<file path="config.mk">
export PLATFORM = sky130hd
export DESIGN_NAME = uart_tx_path
export DESIGN_NICKNAME = d
export VERILOG_FILES = /design/src/rtl/uart_pkg.sv /design/src/rtl/uart_tx_fifo.sv /design/src/rtl/uart_tx_path.sv
export SDC_FILE = /design/constraint.sdc
export NUM_CORES = 1
export LEC_CHECK = 0
export CORE_MARGIN = 5
export CORE_UTILIZATION = 56
export CTS_CLUSTER_DIAMETER = 60
export CTS_CLUSTER_SIZE = 25
export DETAILED_ROUTE_END_ITERATION = 7
export GPL_TIMING_DRIVEN = 0
export HOLD_SLACK_MARGIN = 0.05
export PLACE_DENSITY = 0.76
export SLEW_MARGIN = 25
export SYNTH_ARGS = -nofsm -noshare
export SYNTH_HDL_FRONTEND = slang
export SYNTH_SLANG_ARGS = --single-unit
</file>
<file path="constraint.sdc">
create_clock -name clk -period 5.22 [get_ports clk]
set_input_delay 1.044 -clock clk [delete_from_list [all_inputs] [get_ports clk]]
set_output_delay 1.044 -clock clk [all_outputs]
set_load 0.02 [all_outputs]
</file>
<file path="src/rtl/uart_pkg.sv">
// ============================================================================
// Module : uart_pkg
// Brief  : Shared UART defaults and transmit FSM state encoding.
// Rev    : 1.0  initial release
// ============================================================================
`default_nettype none

package uart_pkg;

   localparam int UART_DBIT       = 8;
   localparam int UART_OVERSAMPLE = 16;
   localparam int UART_SB_TICK    = 16;

   typedef enum logic [1:0] {
      IDLE  = 2'd0,
      START = 2'd1,
      DATA  = 2'd2,
      STOP  = 2'd3
   } tx_state_t;

   // Counter width that never collapses to zero bits for tiny ranges.
   function automatic int clog2_min1(input int v);
      return (v < 2) ? 1 : $clog2(v);
   endfunction

endpackage

`default_nettype wire

</file>
<file path="src/rtl/uart_tx_fifo.sv">
// ============================================================================
// Module : uart_tx_fifo
// Brief  : Synchronous FIFO with registered full/empty flags.
// Rev    : 1.0  initial release
// ============================================================================
`default_nettype none

module uart_tx_fifo #(
   parameter int DW = 8,
   parameter int AW = 2
) (
   input  logic          clk,
   input  logic          reset_n,
   input  logic          push_i,
   input  logic          pop_i,
   input  logic [DW-1:0] wdata_i,
   output logic [DW-1:0] rdata_o,
   output logic          full_o,
   output logic          empty_o
);

   logic [DW-1:0] mem_q [2**AW];
   logic [AW-1:0] wr_ptr_q, wr_ptr_d;
   logic [AW-1:0] rd_ptr_q, rd_ptr_d;
   logic          full_q, full_d;
   logic          empty_q, empty_d;
   logic          w_push;
   logic          w_pop;

   // A pop frees a slot on the same edge, so a push while full still lands.
   assign w_pop  = pop_i && !empty_q;
   assign w_push = push_i && (!full_q || w_pop);

   always_comb begin
      wr_ptr_d = wr_ptr_q;
      rd_ptr_d = rd_ptr_q;
      full_d   = full_q;
      empty_d  = empty_q;
      if (w_push) wr_ptr_d = wr_ptr_q + 1'b1;
      if (w_pop)  rd_ptr_d = rd_ptr_q + 1'b1;
      if (w_push && !w_pop) begin
         empty_d = 1'b0;
         full_d  = (wr_ptr_d == rd_ptr_q);
      end else if (w_pop && !w_push) begin
         full_d  = 1'b0;
         empty_d = (rd_ptr_d == wr_ptr_q);
      end
   end

   always_ff @(posedge clk or negedge reset_n) begin
      if (!reset_n) begin
         wr_ptr_q <= '0;
         rd_ptr_q <= '0;
         full_q   <= 1'b0;
         empty_q  <= 1'b1;
      end else begin
         wr_ptr_q <= wr_ptr_d;
         rd_ptr_q <= rd_ptr_d;
         full_q   <= full_d;
         empty_q  <= empty_d;
      end
   end

   always_ff @(posedge clk) begin
      if (w_push) mem_q[wr_ptr_q] <= wdata_i;
   end

   assign rdata_o = mem_q[rd_ptr_q];
   assign full_o  = full_q;
   assign empty_o = empty_q;

endmodule

`default_nettype wire

</file>
<file path="src/rtl/uart_tx_path.sv">
// ============================================================================
// Module : uart_tx_path
// Brief  : UART transmitter: byte FIFO feeding an 8N1 serialiser, LSB first.
// Rev    : 1.0  initial release
// ============================================================================
`default_nettype none

module uart_tx_path
   import uart_pkg::*;
#(
   parameter int DBIT       = UART_DBIT,
   parameter int OVERSAMPLE = UART_OVERSAMPLE,
   parameter int SB_TICK    = UART_SB_TICK,
   parameter int DVSR       = 1,
   parameter int FIFO_AW    = 2
) (
   input  logic            clk,
   input  logic            reset_n,
   input  logic [DBIT-1:0] w_data,
   input  logic            wr_uart,
   output logic            tx,
   output logic            tx_full,
   output logic            tx_empty,
   output logic            tx_busy,
   output logic            tx_done_tick
);

   localparam int SCNT_W = clog2_min1((OVERSAMPLE > SB_TICK) ? OVERSAMPLE : SB_TICK);
   localparam int NCNT_W = clog2_min1(DBIT);
   localparam int TCNT_W = clog2_min1(DVSR);

   localparam logic [SCNT_W-1:0] OS_LAST   = SCNT_W'(OVERSAMPLE - 1);
   localparam logic [SCNT_W-1:0] STOP_LAST = SCNT_W'(SB_TICK - 1);
   localparam logic [NCNT_W-1:0] BIT_LAST  = NCNT_W'(DBIT - 1);
   localparam logic [TCNT_W-1:0] TICK_LAST = TCNT_W'(DVSR - 1);

   tx_state_t         state_q, state_d;
   logic [SCNT_W-1:0] s_cnt_q, s_cnt_d;
   logic [NCNT_W-1:0] n_cnt_q, n_cnt_d;
   logic [TCNT_W-1:0] tick_q, tick_d;
   logic [DBIT-1:0]   b_q, b_d;
   logic              tx_q, tx_d;

   logic              w_s_tick;
   logic              w_pop;
   logic              w_fifo_empty;
   logic [DBIT-1:0]   w_fifo_rdata;
   logic [DBIT-1:0]   w_b_shift;

   uart_tx_fifo #(
      .DW (DBIT),
      .AW (FIFO_AW)
   ) u_fifo (
      .clk     (clk),
      .reset_n (reset_n),
      .push_i  (wr_uart),
      .pop_i   (w_pop),
      .wdata_i (w_data),
      .rdata_o (w_fifo_rdata),
      .full_o  (tx_full),
      .empty_o (w_fifo_empty)
   );

   // Divider is held at zero while idle so every frame starts phase-aligned.
   assign w_s_tick = (state_q != IDLE) && (tick_q == TICK_LAST);

   always_comb begin
      tick_d = tick_q;
      if (state_q == IDLE || w_s_tick) tick_d = '0;
      else                             tick_d = tick_q + 1'b1;
   end

   assign w_b_shift = b_q >> 1;

   always_comb begin
      state_d      = state_q;
      s_cnt_d      = s_cnt_q;
      n_cnt_d      = n_cnt_q;
      b_d          = b_q;
      tx_d         = tx_q;
      w_pop        = 1'b0;
      tx_done_tick = 1'b0;
      case (state_q)
         IDLE: begin
            tx_d = 1'b1;
            if (!w_fifo_empty) begin
               w_pop   = 1'b1;
               b_d     = w_fifo_rdata;
               s_cnt_d = '0;
               n_cnt_d = '0;
               state_d = START;
               tx_d    = 1'b0;
            end
         end
         START: begin
            if (w_s_tick) begin
               if (s_cnt_q == OS_LAST) begin
                  s_cnt_d = '0;
                  state_d = DATA;
                  tx_d    = b_q[0];
               end else begin
                  s_cnt_d = s_cnt_q + 1'b1;
               end
            end
         end
         DATA: begin
            if (w_s_tick) begin
               if (s_cnt_q == OS_LAST) begin
                  s_cnt_d = '0;
                  b_d     = w_b_shift;
                  if (n_cnt_q == BIT_LAST) begin
                     state_d = STOP;
                     tx_d    = 1'b1;
                  end else begin
                     n_cnt_d = n_cnt_q + 1'b1;
                     tx_d    = w_b_shift[0];
                  end
               end else begin
                  s_cnt_d = s_cnt_q + 1'b1;
               end
            end
         end
         STOP: begin
            if (w_s_tick) begin
               if (s_cnt_q == STOP_LAST) begin
                  tx_done_tick = 1'b1;
                  s_cnt_d      = '0;
                  // Chain straight into the next start bit when data is waiting.
                  if (!w_fifo_empty) begin
                     w_pop   = 1'b1;
                     b_d     = w_fifo_rdata;
                     n_cnt_d = '0;
                     state_d = START;
                     tx_d    = 1'b0;
                  end else begin
                     state_d = IDLE;
                     tx_d    = 1'b1;
                  end
               end else begin
                  s_cnt_d = s_cnt_q + 1'b1;
               end
            end
         end
         default: begin
            state_d = IDLE;
            tx_d    = 1'b1;
         end
      endcase
   end

   always_ff @(posedge clk or negedge reset_n) begin
      if (!reset_n) begin
         state_q <= IDLE;
         s_cnt_q <= '0;
         n_cnt_q <= '0;
         tick_q  <= '0;
         b_q     <= '0;
         tx_q    <= 1'b1;
      end else begin
         state_q <= state_d;
         s_cnt_q <= s_cnt_d;
         n_cnt_q <= n_cnt_d;
         tick_q  <= tick_d;
         b_q     <= b_d;
         tx_q    <= tx_d;
      end
   end

   assign tx       = tx_q;
   assign tx_empty = w_fifo_empty;
   assign tx_busy  = (state_q != IDLE);

endmodule

`default_nettype wire

</file>
== Word-level counts from Yosys, hierarchy flattened ==
Memories as Yosys holds them, arrays and structs flattened.
Index checks and enable logic that the tools add are counted.
Storage, ports and cells
  memories kept: 1
  word-level logic and storage cells: 107
  memory bits (writable): 32
  bits of input ports: 11
  flip-flop bits (word level): 25
Operators by class
  multiplexer cells: 52
  reductions and logical operators: 21
  add/subtract/negate cells: 5
  bitwise gates (word level): 1
  equality and inequality tests: 17
Memory list
  u_fifo.mem_q: words 4, width 8, rd ports 1, clocked after Yosys merged registers in 0, wr ports 1, line uart_tx_fifo.sv:22  | logic [DW-1:0] mem_q [2**AW];
Operator list (count)
  $mux W8: 5
  $pmux W8 S3: 1
  $mux W1: 22
  $mux W2: 10
  $mux W3: 6
  $ne A2 B2 Y1 const B: 9
  $mux W4: 3
  $reduce_and A6 Y1: 2
  $pmux W3 S3: 1
  $pmux W2 S4: 1
  $pmux W4 S2: 1
  $reduce_and A8 Y1: 1
  $logic_and A1 B1 Y1: 5
  $reduce_and A5 Y1: 1
  $add A2 B1 Y2 const B: 2
  $add A4 B1 Y4 const B: 1
  $eq A2 B2 Y1: 2
  $eq A2 B2 Y1 const B: 2
  $eq A4 B4 Y1 const B: 1
  $logic_not A1 Y1: 4
  $pmux W1 S4: 1
  $reduce_bool A2 Y1: 2
  $add A3 B1 Y3 const B: 1
  $eq A3 B3 Y1 const B: 1
  other kinds (10): 11

== Depth between registers and ports, before layout ==
Gate-level depths: netlist (run 1).
  depth in word-level cells: 11
  gate-level depth with buffers: 10
  gate-level depth less buffers: 10

== By module ==
Synthesis (run 1) repeated with hierarchy kept, for this count alone.
Second synthesis, totals
  cells, all modules: 180
  area, all modules: 2713.9 µm²
By module, submodules not included
  uart_tx_fifo: sequential area each 1112.3 µm², instances 1, area each 1566.5 µm², cells an instance 76
  uart_tx_path: sequential area each 476.7 µm², instances 1, area each 1147.4 µm², cells an instance 104

== Worst setup path after synthesis (run 1) ==
OpenSTA, ideal clock, no wires.
  kind: input to register
  start: input wr_uart
  end: register u_fifo.empty_q, in the netlist u_fifo.empty_o
  setup slack: 2969 ps
  stages: 7
  arrival time: 2189 ps
  path through: o21ai_0 nand2_1 ha_1 nor3b_1 nand3_1 a21oi_1 a221o_1
On the way
  cells in the longest elaborated chain, start to end: 4
RTL lines
  start: declaration: line uart_tx_path.sv:20  | input logic wr_uart,
  $logic_and A1 B1 Y1 (*): line uart_tx_fifo.sv:32  | assign w_push = push_i && (!full_q || w_pop);
  $logic_not A1 Y1: line uart_tx_fifo.sv:44  | end else if (w_pop && !w_push) begin
  $logic_and A1 B1 Y1: line uart_tx_fifo.sv:44
  $reduce_bool A2 Y1 (no line)
  end signal: assignment: line uart_tx_fifo.sv:60  | empty_q <= empty_d;
  end: declaration: line uart_tx_fifo.sv:26  | logic empty_q, empty_d;
Mark *: on every way between the ends. The rest lies on a longest branch, timed or not.
A chain may end at the register's enable or synchronous reset.

== Final worst setup path (run 1) ==
  start: register state_q[1]
  end: output tx_done_tick
On the way
  cells in the longest elaborated chain, start to end: 4
RTL lines
  start: declaration: line uart_tx_path.sv:37  | tx_state_t state_q, state_d;
  start signal: assignment: line uart_tx_path.sv:160  | state_q <= state_d;
  $reduce_bool A2 Y1: line uart_tx_path.sv:65  | assign w_s_tick = (state_q != IDLE) && (tick_q == TICK_LAST);
  $logic_and A1 B1 Y1: line uart_tx_path.sv:65
  $mux W1: line uart_tx_path.sv:124  | if (w_s_tick) begin
  $mux W1 (*): line uart_tx_path.sv:83  | case (state_q)
  end: declaration: line uart_tx_path.sv:25  | output logic tx_done_tick
Marks and branches as above.

==> out/results.txt, run 1 <==
Status: completed
Most frequent cells in the layout: edfxtp_1, nand2_1, dfrtp_1
Final setup fails: 0
# hold bufs at CTS: 0
Syn_nets: 239
Footprint of the multi-input gates: 1100 um2
Final setup skew: 5.22 ps
Die width: 80.3 um
Vert. Die Dim: 80.3 um
Hold Slack: 509 ps
Worst Path Arrival: 2150 ps
PwrDens: 613 nW/um2
Post-Syn Instances: 215
Global-route wire length before repair: 8530 um
Clk buf depth: 2
# diodes: 0
Global Route Usage Sum: 17.7%
I/O pins: 16
Fill cell count: 370
Cell leakage power: 1.26 nW
TritonCTS Buffers: 9
Final total power: 1.97 mW
Yosys reg bits: 57
EDFF count, synth: 32
Syn_area_per_cell: 12.9 um2
Post-Place Setup Slack: 2340 ps
Fin crit period: 3190 ps
Crit-path max FO: 5
Die Area: 6450 um2
Max-slew violations: 0
Netlist cell types: 46
Largest net degree at the start of global routing: 26
Dpl cells: 297
Max Cap Viol: 0
Vias per cell: 5.46
Startpoint Class: flip-flop
Crit path required time: 4180 ps
Port Buffers: 15
Worst reg2reg setup slack: 2600 ps
Vias: 1,708
Num rows: 25
Worst Setup Path Type: flip-flop to output port
Clock sink total: 57
Initial antenna violation count: 0
Period utilization: 61.1%
Layout cells sized above 1: 16.7%
CTS tree: yes
Post-synthesis async set-or-reset flop share: 43.9%
Worst setup margin: 2030 ps
# H-tree levels: 3
# DRC: 0
GP Congestion: 0.854
Final setup TNS: 0 ps
Post-layout util: 67.5%
Synth warn: 0
CP Capture Type: output port
Core ar.: 4750 um2
Drt pass-1 iters: 4
Synth-to-Final Area Change: 15.8%
Dominant synthesized flop cell: edfxtp_1
Fin. Hold Viols: 0
Dpl cell area: 3000 um2
Most common cell after layout, fill and taps aside: edfxtp_1
Register area: 1590 um2
RSZ-0062 raised after global routing: no
Worst-path clk slew: 60 ps
Hold crit path type: flip-flop to flip-flop
Root Buffer: clkbuf_8
Later-pin clock latency in the skew report: 330 ps
Worst-Margin Slew: 613 ps
Sequential-to-total area share from yosys stat: 57.4%
DRT antenna net count: 0
Post-CTS resize count: 0
Grt total ovfl: 0
Layout Cells excl Fill: 313
Final Instance Area: 3210 um2
Maximum VDD drop: 366 uV
Layout Nets: 265
Fmax: 313 MHz
Rel. slew slack: 59.2%
Post-CTS Setup Repair Bufs: 0
DRT Wirelength: 4900 um
Post-Syn Area: 2770 um2
DRT iter0 DRCs: 105
Wirelength per Cell: 15.6 um
Vias in the first global route: 1,751
HPWL after DPL: 3330 um
Starting Density: 58.3%
-- power by group --
part | internal (mW) | switching, mW
clock network | 0.264 | 0.175
logic | 0.385 | 0.433
registers | 0.621 | 0.0902
total | 1.27 | 0.698
-- kinds of logic (layout without fill, tap and decap cells) --
kind of cell	count (synthesis)	in the layout	share of synthesized area, %
adders and majority gates	13	13	5.87
other	1	1	0.135
muxes	22	22	12.0
DFF	57	57	57.4
buffers and inverters	19	50	2.89
and+or+nand+nor	66	66	11.6
AOI/OAI and AO/OA	30	30	7.90
xor gates and xnor gates	7	7	2.21
-- final cells by class --
type,count,area share (%)
Buffer,8,1.21
Tap cell,67,2.61
Clock buffer,9,3.86
Timing Repair Buffer,15,4.52
Inverter,11,1.29
Clock inverter,7,2.65
Sequential cell,57,49.5
Multi-Input combinational cell,139,34.3
-- critical path: stages, from the launching register on --
cell             delay [ps]
dfrtp_1                 430
inv_1                   140
ha_1                    250
nor2_2                  220
and3_1                  180
clkdlybuf4s50_1         600
-- state kept, by name (all words and copies together), names as in the netlist --
signal / count
u_fifo.mem_q: 32
b_q: 8
u_fifo.rd_ptr_q: 2
u_fifo.wr_ptr_q: 2
u_fifo.full_o: 1
s_cnt_q: 4
n_cnt_q: 3
u_fifo.empty_o: 1
tx: 1
tick_q: 1
state_q: 2
-- cell usage after synthesis (2+ instances only) --
| library cell | instances | area (um2) |
|---|---|---|
| and3_1 | 2 | 12.5 |
| a21o_1 | 3 | 22.5 |
| mux2i_1 | 4 | 40.0 |
| nand2_1 | 30 | 113 |
| mux2_2 | 9 | 101 |
| nor3b_1 | 2 | 15.0 |
| dfrtp_1 | 23 | 576 |
| a31oi_1 | 4 | 25.0 |
| clkbuf_1 | 5 | 18.8 |
| a21oi_1 | 5 | 25.0 |
| and2_1 | 4 | 25.0 |
| xnor2_1 | 5 | 43.8 |
| inv_1 | 11 | 41.3 |
| edfxtp_1 | 32 | 961 |
| o21ai_0 | 9 | 45.0 |
| nor2b_1 | 2 | 12.5 |
| ha_1 | 13 | 163 |
| mux4_2 | 8 | 180 |
| buf_4 | 2 | 15.0 |
| dfstp_2 | 2 | 52.6 |
| nand3_1 | 5 | 25.0 |
| xor2_1 | 2 | 17.5 |
| nor3_1 | 4 | 20.0 |
| nand4_1 | 2 | 12.5 |
| nor2_1 | 6 | 22.5 |
-- final timing paths --
kind                                 start        endpoint  cells after the start
min in group asynchronous          reset_n          b_q[3]                      1
worst min-delay path                b_q[0]          b_q[0]                      1
worst max-delay path            state_q[1]    tx_done_tick                      5
max in group asynchronous          reset_n              tx                      1
worst min register to register      b_q[0]          b_q[0]                      1
worst max register to register  state_q[1]  u_fifo.empty_o                     10
-- routing by layer --
layer | up-vias | track usage, % | share of wire (%)
met5 | - | 0 | 0
met4 | 0 | 6.25 | 1.5
met3 | 8 | 4.71 | 3.5
met2 | 27 | 28.1 | 47
met1 | 836 | 23.2 | 48
li1 | 837 | - | -
Note: power is estimated with default switching activity, not from simulation.
==> run 2, diff against run 1 <==
- CORE_UTILIZATION: 56 -> 53
- PLACE_DENSITY: 0.76 -> 0.75
- clock period: 5.22 -> 2.62 ns (I/O delays scaled with it)
==> run 2 against run 1 <==
  * Clock-buffer cell count did not move
  * Sequential cell count is the same
  * Largest power group unchanged
  * Die area up 5.0%
  * Worst hold slack got worse by 330 ps
==> out/results.txt, run 2 (synthesis results as in run 1) <==
Largest net degree at the start of global routing: 26 (unchanged)
Status: completed (unchanged)
Fmax: 399 MHz
# H-tree levels: 3 (unchanged)
Largest Register: u_fifo.mem_q (unchanged)
# DRC: 0 (unchanged)
Crit-path max FO: 10 (was 5)
Fin crit period: 2510 ps
Drt pass-1 iters: 4 (unchanged)
Grt total ovfl: 0 (unchanged)
Fill cell count: 410 (was 370)
Footprint of the multi-input gates: 1110 um2 (was 1100 um2)
Starting Density: 54.2% (was 58.3%)
Initial antenna violation count: 0 (unchanged)
Core ar.: 5110 um2 (was 4750 um2)
Part of the power in registers: 35.0% (was 36.1%)
Max Cap Viol: 0 (unchanged)
Num rows: 26 (was 25)
Later-pin clock latency in the skew report: 330 ps (about the same)
R2R Path Start: state_q[1] (unchanged)
Register area: 1590 um2 (about the same)
Final setup skew: 6.20 ps (was 5.22 ps)
Rel. slew slack: 59.9% (was 59.2%)
Net Sw Frac: 34.5% (was 35.5%)
R2R cell count: 10 (unchanged)
Startpoint Class: flip-flop (unchanged)
Worst reg2reg setup slack: 210 ps (was 2600 ps)
Combinational share of power: 40.2% (was 41.6%)
# diodes: 0 (unchanged)
Die width: 82.3 um (was 80.3 um)
Port Buffers: 15 (unchanged)
Final setup TNS: 0 ps (unchanged)
Critical Path Sink: tx_busy (was tx_done_tick)
Layout cells sized above 1: 19.1% (was 16.7%)
Biggest regs: u_fifo.mem_q (32), b_q (8), s_cnt_q (4) (unchanged)
Vias in the first global route: 1,729 (was 1,751)
Final Instance Area: 3260 um2 (was 3210 um2)
Worst-path clk slew: 70 ps (was 60 ps)
Clk buf depth: 2 (unchanged)
Worst Path Arrival: 1980 ps (was 2150 ps)
TritonCTS Buffers: 9 (unchanged)
Most common cell after layout, fill and taps aside: edfxtp_1 (unchanged)
Vert. Die Dim: 82.3 um (was 80.3 um)
Synth-to-Final Area Change: 17.7% (was 15.8%)
Period utilization: 95.7%
Worst Setup Path Type: flip-flop to output port (unchanged)
Wirelength per Cell: 15.3 um (was 15.6 um)
CP Capture Type: output port (unchanged)
CTS tree: yes (unchanged)
Worst-Margin Slew: 602 ps (was 613 ps)
DRT Wirelength: 4850 um (was 4900 um)
Fin. Hold Viols: 0 (unchanged)
Global-route wire length before repair: 8340 um (was 8530 um)
DRT antenna net count: 0 (unchanged)
DRT iter0 DRCs: 99 (was 105)
Clock sink total: 57 (unchanged)
I/O pins: 16 (unchanged)
Post-CTS Setup Repair Bufs: 0 (unchanged)
Max-slew violations: 0 (unchanged)
HPWL after DPL: 3250 um (was 3330 um)
Dpl cell area: 3000 um2 (about the same)
Hold crit path type: primary input to asynchronous set/reset pin (was flip-flop to flip-flop)
GP Congestion: 0.849 (was 0.854)
Cell leakage power: 1.29 nW (was 1.26 nW)
Vias per cell: 5.40 (was 5.46)
Critical path origin: state_q[1] (unchanged)
RSZ-0062 raised after global routing: yes (was no)
Most frequent cells in the layout: edfxtp_1, nand2_1, dfrtp_1 (unchanged)
Crit path required time: 2100 ps (was 4180 ps)
Layout Nets: 265 (unchanged)
Vias: 1,705 (was 1,708)
Reported net switching power: 1.39 mW (was 0.698 mW)
Root Buffer: clkbuf_8 (unchanged)
Final setup fails: 0 (unchanged)
Maximum VDD drop: 540 uV (was 366 uV)
Power Internal: 2.64 mW (was 1.27 mW)
Global Route Usage Sum: 16.9% (was 17.7%)
Max FFs per register: 32 (unchanged)
Die Area: 6770 um2 (was 6450 um2)
PwrDens: 1240 nW/um2 (was 613 nW/um2)
R2R Path End: u_fifo.empty_o (unchanged)
Clk pwr share: 24.7% (was 22.3%)
-- run 2: final cells by class --
type                    count  share of cell area [%]
repair buffers             15                    4.53
well taps                  70                    2.69
multi-input cells         139                    34.1
flip-flops and latches     57                    48.8
clock buffers               9                    3.80
plain buffers               8                    1.23
inverters                  11                    1.27
clock inverters             7                    3.61
-- run 2: what timing repair did --
item                       in CTS  in global routing
gates cloned                    0                  0
hold buffers                    0                  0
setup endpoints to repair       2                  2
resized for setup               2                  5
-- run 2: power by group through the flow --
stage,Combinational (mW),Clock [mW],Sequential (mW)
after floorplan,1.26,0,1.40
final,1.62,0.997,1.41
after CTS,1.63,1.01,1.42
after detailed placement,1.62,0,1.43
after global routing,1.84,1.06,1.45
after global placement,1.59,0,1.42
-- run 2: how the worst min path moves through the flow --
stage | from | to | slack, ps | depth (start not counted)
2_1_floorplan | reset_n | b_q[0] | 230 | 0
3_3_place_gp | b_q[0] | b_q[0] | 480 | 1
3_5_place_dp | b_q[0] | b_q[0] | 490 | 1
4_1_cts | reset_n | n_cnt_q[1] | 190 | 1
5_1_grt | reset_n | n_cnt_q[0] | 210 | 1
6_report | reset_n | n_cnt_q[0] | 180 | 1
-- run 2: metal layers --
metal | global-route usage, % | up-vias | wire length, um
met2 | 26.4 | 23 | 2330
met3 | 3.90 | 8 | 152
met1 | 22.1 | 834 | 2280
li1 | - | 840 | -
met4 | 8.47 | 0 | 85
met5 | 0 | - | 0
-- run 2: through the flow --
stage	setup WS, ps	utilization [%]	instances	hold slack (ps)	power [mW]
finish	112	63.8	316	177	4.03
global route	-7.04	63.8	316	211	4.35
CTS	16.3	63.6	316	188	4.06
detailed placement	81.1	58.8	300	495	3.05
global placement	110	58.9	300	482	3.01
floorplan	415	-	215	228	2.67
-- run 2: worst max-delay path: stages (launching register included) --
cell	delay, ps
dfrtp_1	420
inv_1	160
ha_1	250
clkbuf_2	240
inv_1	60
clkdlybuf4s50_1	530
